**src/rtl/soc_wb_split.sv**
```systemverilog
`default_nettype none
// ============================================================================
// Module   : soc_wb_split
// Purpose  : Registered Wishbone fan-out from the CPU bridge to N slaves, with
//            an access watchdog and sticky error-address capture.
// Revision : 1.0 - initial release
// ============================================================================
module soc_wb_split #(
    parameter int              N         = 8,
    parameter int              AW        = 16,
    parameter int              DW        = 32,
    parameter int              SW        = 4,
    parameter int              TO_CYCLES = 256,
    parameter logic [DW-1:0]   ERR_DATA  = 32'hDEADBEEF
) (
    input  logic                 clk,
    input  logic                 rst,
    input  logic [AW-1:0]        s_addr,
    output logic [DW-1:0]        s_rdata,
    input  logic [DW-1:0]        s_wdata,
    input  logic [DW/8-1:0]      s_wmsk,
    input  logic                 s_we,
    input  logic                 s_cyc,
    output logic                 s_ack,
    output logic [AW-SW-1:0]     m_addr,
    input  logic [N*DW-1:0]      m_rdata,
    output logic [DW-1:0]        m_wdata,
    output logic [DW/8-1:0]      m_wmsk,
    output logic                 m_we,
    output logic [N-1:0]         m_cyc,
    input  logic [N-1:0]         m_ack,
    output logic                 err_flag,
    output logic [AW-1:0]        err_addr,
    output logic                 err_stb,
    input  logic                 err_clr
);

    localparam int              c_cw   = (TO_CYCLES > 0) ? $clog2(TO_CYCLES) + 1 : 1;
    localparam logic [c_cw-1:0] c_term = (TO_CYCLES > 0) ? c_cw'(TO_CYCLES - 1) : '0;

    typedef enum logic [1:0] {
        ST_IDLE = 2'd0,
        ST_REQ  = 2'd1,
        ST_RESP = 2'd2,
        ST_GAP  = 2'd3
    } state_e;

    state_e            state_q, state_d;
    logic [SW-1:0]     sel_q, sel_d;
    logic [AW-1:0]     addr_q, addr_d;
    logic [DW-1:0]     wdata_q, wdata_d;
    logic [DW/8-1:0]   wmsk_q, wmsk_d;
    logic              we_q, we_d;
    logic [N-1:0]      m_cyc_q, m_cyc_d;
    logic              s_ack_q, s_ack_d;
    logic [DW-1:0]     s_rdata_q, s_rdata_d;
    logic              err_flag_q, err_flag_d;
    logic [AW-1:0]     err_addr_q, err_addr_d;
    logic              err_stb_q, err_stb_d;
    logic [c_cw-1:0]   cnt_q, cnt_d;

    logic [SW-1:0]     w_sel;
    logic              w_sel_ok;
    logic              w_ack_hit;
    logic [DW-1:0]     w_rdata_hit;
    logic              w_err_set;

    assign w_sel    = s_addr[AW-1:AW-SW];
    assign w_sel_ok = ({1'b0, w_sel} < (SW+1)'(N));

    // Only the latched slave's ack and read data are ever looked at.
    always_comb begin
        w_ack_hit   = 1'b0;
        w_rdata_hit = '0;
        for (int i = 0; i < N; i++) begin
            if (sel_q == SW'(i)) begin
                w_ack_hit   = m_ack[i];
                w_rdata_hit = m_rdata[i*DW +: DW];
            end
        end
    end

    always_comb begin
        state_d    = state_q;
        sel_d      = sel_q;
        addr_d     = addr_q;
        wdata_d    = wdata_q;
        wmsk_d     = wmsk_q;
        we_d       = we_q;
        m_cyc_d    = m_cyc_q;
        s_ack_d    = s_ack_q;
        s_rdata_d  = s_rdata_q;
        err_flag_d = err_flag_q;
        err_addr_d = err_addr_q;
        err_stb_d  = 1'b0;
        cnt_d      = cnt_q;
        w_err_set  = 1'b0;

        case (state_q)
            ST_IDLE: begin
                if (s_cyc) begin
                    sel_d   = w_sel;
                    addr_d  = s_addr;
                    wdata_d = s_wdata;
                    wmsk_d  = s_wmsk;
                    we_d    = s_we;
                    cnt_d   = '0;
                    for (int i = 0; i < N; i++) begin
                        m_cyc_d[i] = w_sel_ok && (w_sel == SW'(i));
                    end
                    state_d = w_sel_ok ? ST_REQ : ST_RESP;
                end
            end
            ST_REQ: begin
                // A slave ack on the terminal count takes priority over the timeout.
                if (w_ack_hit) begin
                    m_cyc_d   = '0;
                    s_ack_d   = 1'b1;
                    s_rdata_d = we_q ? '0 : w_rdata_hit;
                    state_d   = ST_RESP;
                end else if ((TO_CYCLES != 0) && (cnt_q == c_term)) begin
                    m_cyc_d   = '0;
                    s_ack_d   = 1'b1;
                    w_err_set = 1'b1;
                    state_d   = ST_RESP;
                end else if (cnt_q != '1) begin
                    cnt_d = cnt_q + 1'b1;
                end
            end
            ST_RESP: begin
                // Arriving here without an ack means a decode error is still owed.
                if (s_ack_q) begin
                    s_ack_d = 1'b0;
                    state_d = ST_GAP;
                end else begin
                    s_ack_d   = 1'b1;
                    w_err_set = 1'b1;
                end
            end
            default: begin
                state_d = ST_IDLE;
            end
        endcase

        if (w_err_set) begin
            s_rdata_d  = ERR_DATA;
            err_stb_d  = 1'b1;
            err_addr_d = addr_q;
            err_flag_d = 1'b1;
        end else if (err_clr) begin
            err_flag_d = 1'b0;
        end
    end

    always_ff @(posedge clk) begin
        if (rst) begin
            state_q    <= ST_IDLE;
            sel_q      <= '0;
            addr_q     <= '0;
            wdata_q    <= '0;
            wmsk_q     <= '0;
            we_q       <= 1'b0;
            m_cyc_q    <= '0;
            s_ack_q    <= 1'b0;
            s_rdata_q  <= '0;
            err_flag_q <= 1'b0;
            err_addr_q <= '0;
            err_stb_q  <= 1'b0;
            cnt_q      <= '0;
        end else begin
            state_q    <= state_d;
            sel_q      <= sel_d;
            addr_q     <= addr_d;
            wdata_q    <= wdata_d;
            wmsk_q     <= wmsk_d;
            we_q       <= we_d;
            m_cyc_q    <= m_cyc_d;
            s_ack_q    <= s_ack_d;
            s_rdata_q  <= s_rdata_d;
            err_flag_q <= err_flag_d;
            err_addr_q <= err_addr_d;
            err_stb_q  <= err_stb_d;
            cnt_q      <= cnt_d;
        end
    end

    assign s_rdata  = s_rdata_q;
    assign s_ack    = s_ack_q;
    assign m_addr   = addr_q[AW-SW-1:0];
    assign m_wdata  = wdata_q;
    assign m_wmsk   = wmsk_q;
    assign m_we     = we_q;
    assign m_cyc    = m_cyc_q;
    assign err_flag = err_flag_q;
    assign err_addr = err_addr_q;
    assign err_stb  = err_stb_q;

endmodule
`default_nettype wire

```
**config.mk**
```make
export PLATFORM = sky130hd
export DESIGN_NAME = soc_wb_split
export DESIGN_NICKNAME = d
export VERILOG_FILES = /design/src/rtl/soc_wb_split.sv
export SDC_FILE = /design/constraint.sdc
export NUM_CORES = 1
export LEC_CHECK = 0
export ABC_AREA = 0
export CORE_AREA = 2 2 168 170
export CTS_CLUSTER_DIAMETER = 60
export DETAILED_ROUTE_END_ITERATION = 7
export DIE_AREA = 0 0 170 172
export GPL_TIMING_DRIVEN = 0
export SLEW_MARGIN = 20
export SYNTH_ARGS = -nofsm -noshare
export SYNTH_HDL_FRONTEND = slang
export SYNTH_SLANG_ARGS = --single-unit
export TNS_END_PERCENT = 50
```
**constraint.sdc**
```tcl
create_clock -name clk -period 2.5 [get_ports clk]
set_clock_uncertainty 0.05 [all_clocks]
set_input_delay 0.25 -clock clk [delete_from_list [all_inputs] [get_ports clk]]
set_output_delay 0.25 -clock clk [all_outputs]
set_load 0.05 [all_outputs]
```
After elaboration in Yosys (flattened, before gate mapping)

Index checks and enable logic that the tools add are counted.

Register bits after elaboration: 127
Input bits: 321
Output and inout port bits: 108
Logic and storage cells: 109

Add/subtract/negate cells: 1
Magnitude comparators: 1
Equal/unequal tests: 24
Mux-type cells: 45
Reduce and logical (&&, ||, !) cells: 24

Operator list:

| kind                                                 | count |
|---|---|
| two-way mux 32 bit                                   | 12 |
| two-way mux 9 bit                                    | 4 |
| equality test 4 x 3 -> 1 bit (second input constant) | 8 |
| two-way mux 8 bit                                    | 3 |
| one-hot mux 9 bit (2 select lines)                   | 1 |
| equality test 4 x 2 -> 1 bit (second input constant) | 4 |
| two-way mux 1 bit                                    | 16 |
| one-hot mux 8 bit (2 select lines)                   | 1 |
| two-way mux 2 bit                                    | 5 |
| != test 2 bit (second input constant)                | 5 |
| nonzero test 2 bit                                   | 5 |
| adder 9 x 1 -> 9 bit (second input constant)         | 1 |
| equality test 9 x 8 -> 1 bit (second input constant) | 1 |
| != test 9 bit (second input constant)                | 1 |
| equality test 4 x 1 -> 1 bit (second input constant) | 2 |
| logical AND 1 bit                                    | 8 |
| logical NOT 4 bit                                    | 2 |
| AND reduction 2 bit                                  | 4 |
| one-hot mux 2 bit (3 select lines)                   | 1 |
| AND reduction 3 bit                                  | 2 |
| AND reduction 5 bit                                  | 1 |
| less-than comparator 4 bit (second input constant)   | 1 |
| one-hot mux 1 bit (2 select lines)                   | 2 |
| != test 3 bit (second input constant)                | 1 |
| 4 further kinds                                      | 4 |

Logic depth before layout (Yosys ltp)

Depth after elaboration: 13
Gate-level depth with buffers: 10
Mapped depth without buffers: 9

Worst setup path before layout

Ideal clock, no wire load.

Kind: reg2reg
Start point: reg cnt_q[4]
End point: reg cnt_q[6]
Setup time: 71 ps
Arrival time: 2094 ps
Required time: 2379 ps
Setup slack: 286 ps
Cell stages (with the launch flop): 10
Buffers on the path: 0
Period minus slack after synthesis: 2214 ps
Path through: dfxtp_1 -> and3_1 -> and3_1 -> and3_1 -> ha_1 -> o21a_1 -> nor2_1 -> nand4_1 -> or3_1 -> a21oi_1

Longest elaborated chain between the ends: 5
Elaborated cells between the ends (all ways): 10
Classes of those cells: add/sub (1); eq/ne (4); mux (4); reduce/logical (1)

RTL lines:

| element                            | RTL line | text |
|---|---|---|
| start, declared                    | 60       | `logic [c_cw-1:0] cnt_q, cnt_d;` |
| start signal, assigned             | 183      | `cnt_q <= cnt_d;` |
| adder 9 x 1 -> 9 bit               | 127      | `cnt_d = cnt_q + 1'b1;` |
| two-way mux 9 bit                  | 126      | `end else if (cnt_q != '1) begin` |
| two-way mux 9 bit                  | 121      | `end else if ((TO_CYCLES != 0) && (cnt_q == c_term)) begin` |
| two-way mux 9 bit                  | 116      | `if (w_ack_hit) begin` |
| one-hot mux 9 bit (2 select lines) | 99       | `case (state_q)` |

Parallel ways exist; a longest one is shown, timed or not. The select of a mux whose other input is x is not followed.
A chain may end at the register's enable or synchronous reset.

Final worst setup path

Start point: reg sel_q[1]
End point: reg s_rdata_q[30] (netlist: s_rdata[30])

Longest elaborated chain between the ends: 13
Elaborated cells between the ends (all ways): 33
Classes of those cells: eq/ne (7); mux (22); reduce/logical (4)

RTL lines:

| element                                                                    | RTL line | text |
|---|---|---|
| start, declared                                                            | 49       | `logic [SW-1:0] sel_q, sel_d;` |
| start signal, assigned                                                     | 172      | `sel_q <= sel_d;` |
| logical NOT 4 bit                                                          | 76       | `if (sel_q == SW'(i)) begin` |
| two-way mux 1 bit or two-way mux 32 bit (tied branches) (8 in series)      | 76       |  |
| two-way mux 1 bit or two-way mux 32 bit (tied branches)                    | 116, 119 |  |
| one-hot mux 1 bit (2 select lines) or two-way mux 32 bit (tied branches)   | 99, 116  |  |
| nonzero test 2 bit (no source line) or two-way mux 32 bit (tied branches)  | -        |  |
| AND reduction 2 bit (no source line) or two-way mux 32 bit (tied branches) | -        |  |
| end signal, assigned                                                       | 179      | `s_rdata_q <= s_rdata_d;` |
| end, declared                                                              | 56       | `logic [DW-1:0] s_rdata_q, s_rdata_d;` |

Parallel ways exist; a longest one is shown, timed or not. The select of a mux whose other input is x is not followed.

==> flow_metrics.env <==
export IMPL_drc_errors=0
export IMPL_rows=61
export IMPL_powerDensity_nw_per_um2=777
export IMPL_p_total_mw=9.77
export IMPL_yosysMostFrequentCell="nand2_1"
export IMPL_grt_pass1_vias=8544
export IMPL_htree_levels=4
export IMPL_placed_area_sq_um=11900
export IMPL_vias=8524
export IMPL_seq_area_frac_synth_pct=34.3
export IMPL_finalInstanceArea_sq_um=12600
export IMPL_post_route_period_util_pct=94.9
export IMPL_io_pins=429
export IMPL_hold_class="in -> reg"
export IMPL_wl_um=36800
export IMPL_r2r_cells=8
export IMPL_synthFlopType="dfxtp_1"
export IMPL_wl_per_cell_um=21.5
export IMPL_grt_pass1_wl_um=52500
export IMPL_core_area_sq_um=27500
export IMPL_netlist_area_sq_um=7170
export IMPL_clockBufferDepth=2
export IMPL_async_flop_share_pct=0
export IMPL_area_growth_pct=75.2
export IMPL_holdWs_ns=0.320
export IMPL_cts_buffers=17
export IMPL_end_kind="flip-flop"
export IMPL_leakagePower_nw=4.58
export IMPL_ir_drop_mv=0.378
export IMPL_drtAntennaViolNets=0
export IMPL_setup_viol=0
export IMPL_via_per_inst=4.98
export IMPL_root_buffer="clkbuf_16"
export IMPL_synthTopCellsByArea="dfxtp_1, nand2_1, a21oi_1"
export IMPL_clock_sinks=123
export IMPL_clkTransAtPathRegs_ns=0.07
export IMPL_synth_cells=899
export IMPL_required_ns=2.73
export IMPL_synthTopCellsByCount="nand2_1, a21oi_1, dfxtp_1"
export IMPL_outcome="finished, final reports clean"
export IMPL_maxSlewViolCount=0
export IMPL_worst_slack_ns=0.128
export IMPL_dieHeight_um=172
export IMPL_drive_gt1_share_pct=10.2
export IMPL_die_width_um=170
export IMPL_drt_iter0_markers=534
export IMPL_preCtsSetupSlack_ns=-0.203
export IMPL_maxCapViolations=0
export IMPL_slew_headroom_pct=54.0
export IMPL_timing_rr_end="s_rdata[30]$_SDFFE_PP0P_"
export IMPL_regToRegSetupSlack_ns=0.13
export IMPL_clock_latency_ns=0.42
export IMPL_yosys_area_top_type="dfxtp_1"
export IMPL_final_nets=1674
export IMPL_grtUsageTotal_pct=24.3
export IMPL_crit_fanout=10
export IMPL_r2r_start="sel_q[1]$_SDFFE_PP0P_"
export IMPL_yosys_warnings=0
export IMPL_arrival_ns=2.61
export IMPL_synth_edff_count=0
export IMPL_antenna_found_initial=9
export IMPL_synth_seq_cells=123
export IMPL_cts_tree="yes"
export IMPL_avgSynthCellArea_sq_um=7.98
export IMPL_worstPathCellList="buf_6 -> or3b_1 -> a21oi_1 -> a31oi_2 -> o21ai_4 -> a21o_4 -> buf_4 -> o221ai_1"
export IMPL_critPathMaxStageDelay_ns=0.40
export IMPL_initial_utilization_pct=26.1
export IMPL_rsz0062_at_grt="true"
export IMPL_dr_wl_met3_um=3300
export IMPL_path_class="reg -> reg"
export IMPL_wl_met2_um=18500
export IMPL_grt_max_degree=20
export IMPL_holdPathStages=3
export IMPL_gp_congestion=0.971
export IMPL_design_die_area_sq_um=29200
export IMPL_fmax_mhz=422
export IMPL_overflow=0
export IMPL_yosysUniqueCellTypes=56
export IMPL_drtPass1Iterations=5
export IMPL_wl_met1_um=14200
export IMPL_top_layer="met5"
export IMPL_start_kind="flip-flop"
export IMPL_min_period_ns=2.37
export IMPL_hold_buffers=0
export IMPL_place_detailed_hpwl_um=29500
export IMPL_min_to="m_wdata[22]$_SDFFE_PP0P_"
export IMPL_worst_path_max_delay_cell="or3b_1"
export IMPL_port_buffers=428
export IMPL_yosysTopAreaCellShare_pct=34.3
export IMPL_syn_num_nets=1227
export IMPL_hp_start="s_wdata[22]"
export IMPL_hold_violations=0
export IMPL_tightest_slew_ns=0.680
export IMPL_fin_util_pct=45.7
## registers in the layout, indices dropped and copies added (netlist names)
register and flops:
addr_q 12, cnt_q 9, err_addr 16, err_flag 1
err_stb 1, m_cyc 8, m_wdata 32, m_we 1
m_wmsk 4, s_ack 1, s_rdata 32, sel_q 4
state_q 2
## report_power, final
part / total, mW / switching, mW / internal, mW / leakage [nW]
logic: 4.76 / 2.89 / 1.87 / 3.30
registers: 2.51 / 0.212 / 2.29 / 1.00
clock network: 2.50 / 1.10 / 1.40 / 0.276
total: 9.77 / 4.21 / 5.57 / 4.58
## cells by family after synthesis
family                     share of synthesized area [%]
and+or+nand+nor                                     18.2
AOI/OAI and AO/OA                                   23.6
DFF                                                 34.3
buffers and inverters                               7.57
muxes                                               15.0
adders and majority gates                           1.22
xor gates and xnor gates                           0.122
## how the worst max path moves through the flow
stage / startpoint / endpoint
global route: state_q[1]$_SDFFE_PP0P_ / err_addr[8]$_SDFFE_PP0P_
global placement: sel_q[0]$_SDFFE_PP0P_ / s_rdata[26]$_SDFFE_PP0P_
finish: sel_q[1]$_SDFFE_PP0P_ / s_rdata[30]$_SDFFE_PP0P_
CTS: sel_q[0]$_SDFFE_PP0P_ / s_rdata[16]$_SDFFE_PP0P_
floorplan: cnt_q[4]$_SDFFE_PP0P_ / cnt_q[6]$_SDFFE_PP0P_
detailed placement: sel_q[0]$_SDFFE_PP0P_ / s_rdata[26]$_SDFFE_PP0P_
## cells in the final DEF (no fill, tap or decap), types with 4 or more instances in the layout
| cell | count |
|---|---|
| a21oi_1 | 146 |
| buf_2 | 12 |
| buf_4 | 18 |
| clkbuf_1 | 34 |
| clkbuf_16 | 17 |
| clkbuf_2 | 4 |
| clkbuf_4 | 7 |
| clkdlybuf4s50_1 | 428 |
| clkinvlp_4 | 4 |
| dfxtp_1 | 120 |
| diode_2 | 5 |
| ha_1 | 7 |
| inv_1 | 31 |
| inv_6 | 7 |
| mux2_2 | 14 |
| mux2i_1 | 29 |
| mux4_2 | 28 |
| nand2_1 | 201 |
| nand2b_1 | 12 |
| nand3_1 | 20 |
| nand4_1 | 5 |
| nor2_1 | 40 |
| nor2b_1 | 5 |
| o2111ai_1 | 8 |
| o21ai_0 | 24 |
| o21ai_1 | 19 |
| o221ai_1 | 27 |
| o22ai_1 | 16 |
| or3_1 | 6 |
## per-layer routing
metal / GRT usage, % / up-vias
met4: 7.43 / 8
li1: - / 4104
met3: 7.60 / 52
met1: 27.2 / 3998
met2: 44.2 / 362
met5: 0 / -
## layout make-up
type / count / area, sq um
Clock buffer: 17 / 425
Buffer: 81 / 440
Fill cell: 2748 / 14900
Timing Repair Buffer: 430 / 4320
Clock inverter: 15 / 150
Tap cell: 346 / 433
Antenna cell: 5 / 12.5
Multi-Input combinational cell: 660 / 4190
Sequential cell: 123 / 2470
Inverter: 33 / 128
## stage by stage
step                      TNS [ns]  std cells
after global placement       -4.11       1673
after global routing       -0.0608       1709
after floorplan                  0        899
final                            0       1710
after detailed placement     -4.54       1673
after CTS                        0       1704
## timing repair
action                     CTS  global route
pin swaps                    0             1
resized for setup            6            24
setup endpoints to repair   27            53
setup buffers                1             1
## critical path: cells and delay by family (launching register included)
| kind | cells | cell delay (ns) |
|---|---|---|
| buffers and inverters | 2 | 0.35 |
| flip-flops | 1 | 0.31 |
| AND/OR/NAND/NOR | 1 | 0.40 |
| AO/OA/AOI/OAI | 5 | 1.12 |
(Power assumes the default switching activity.)
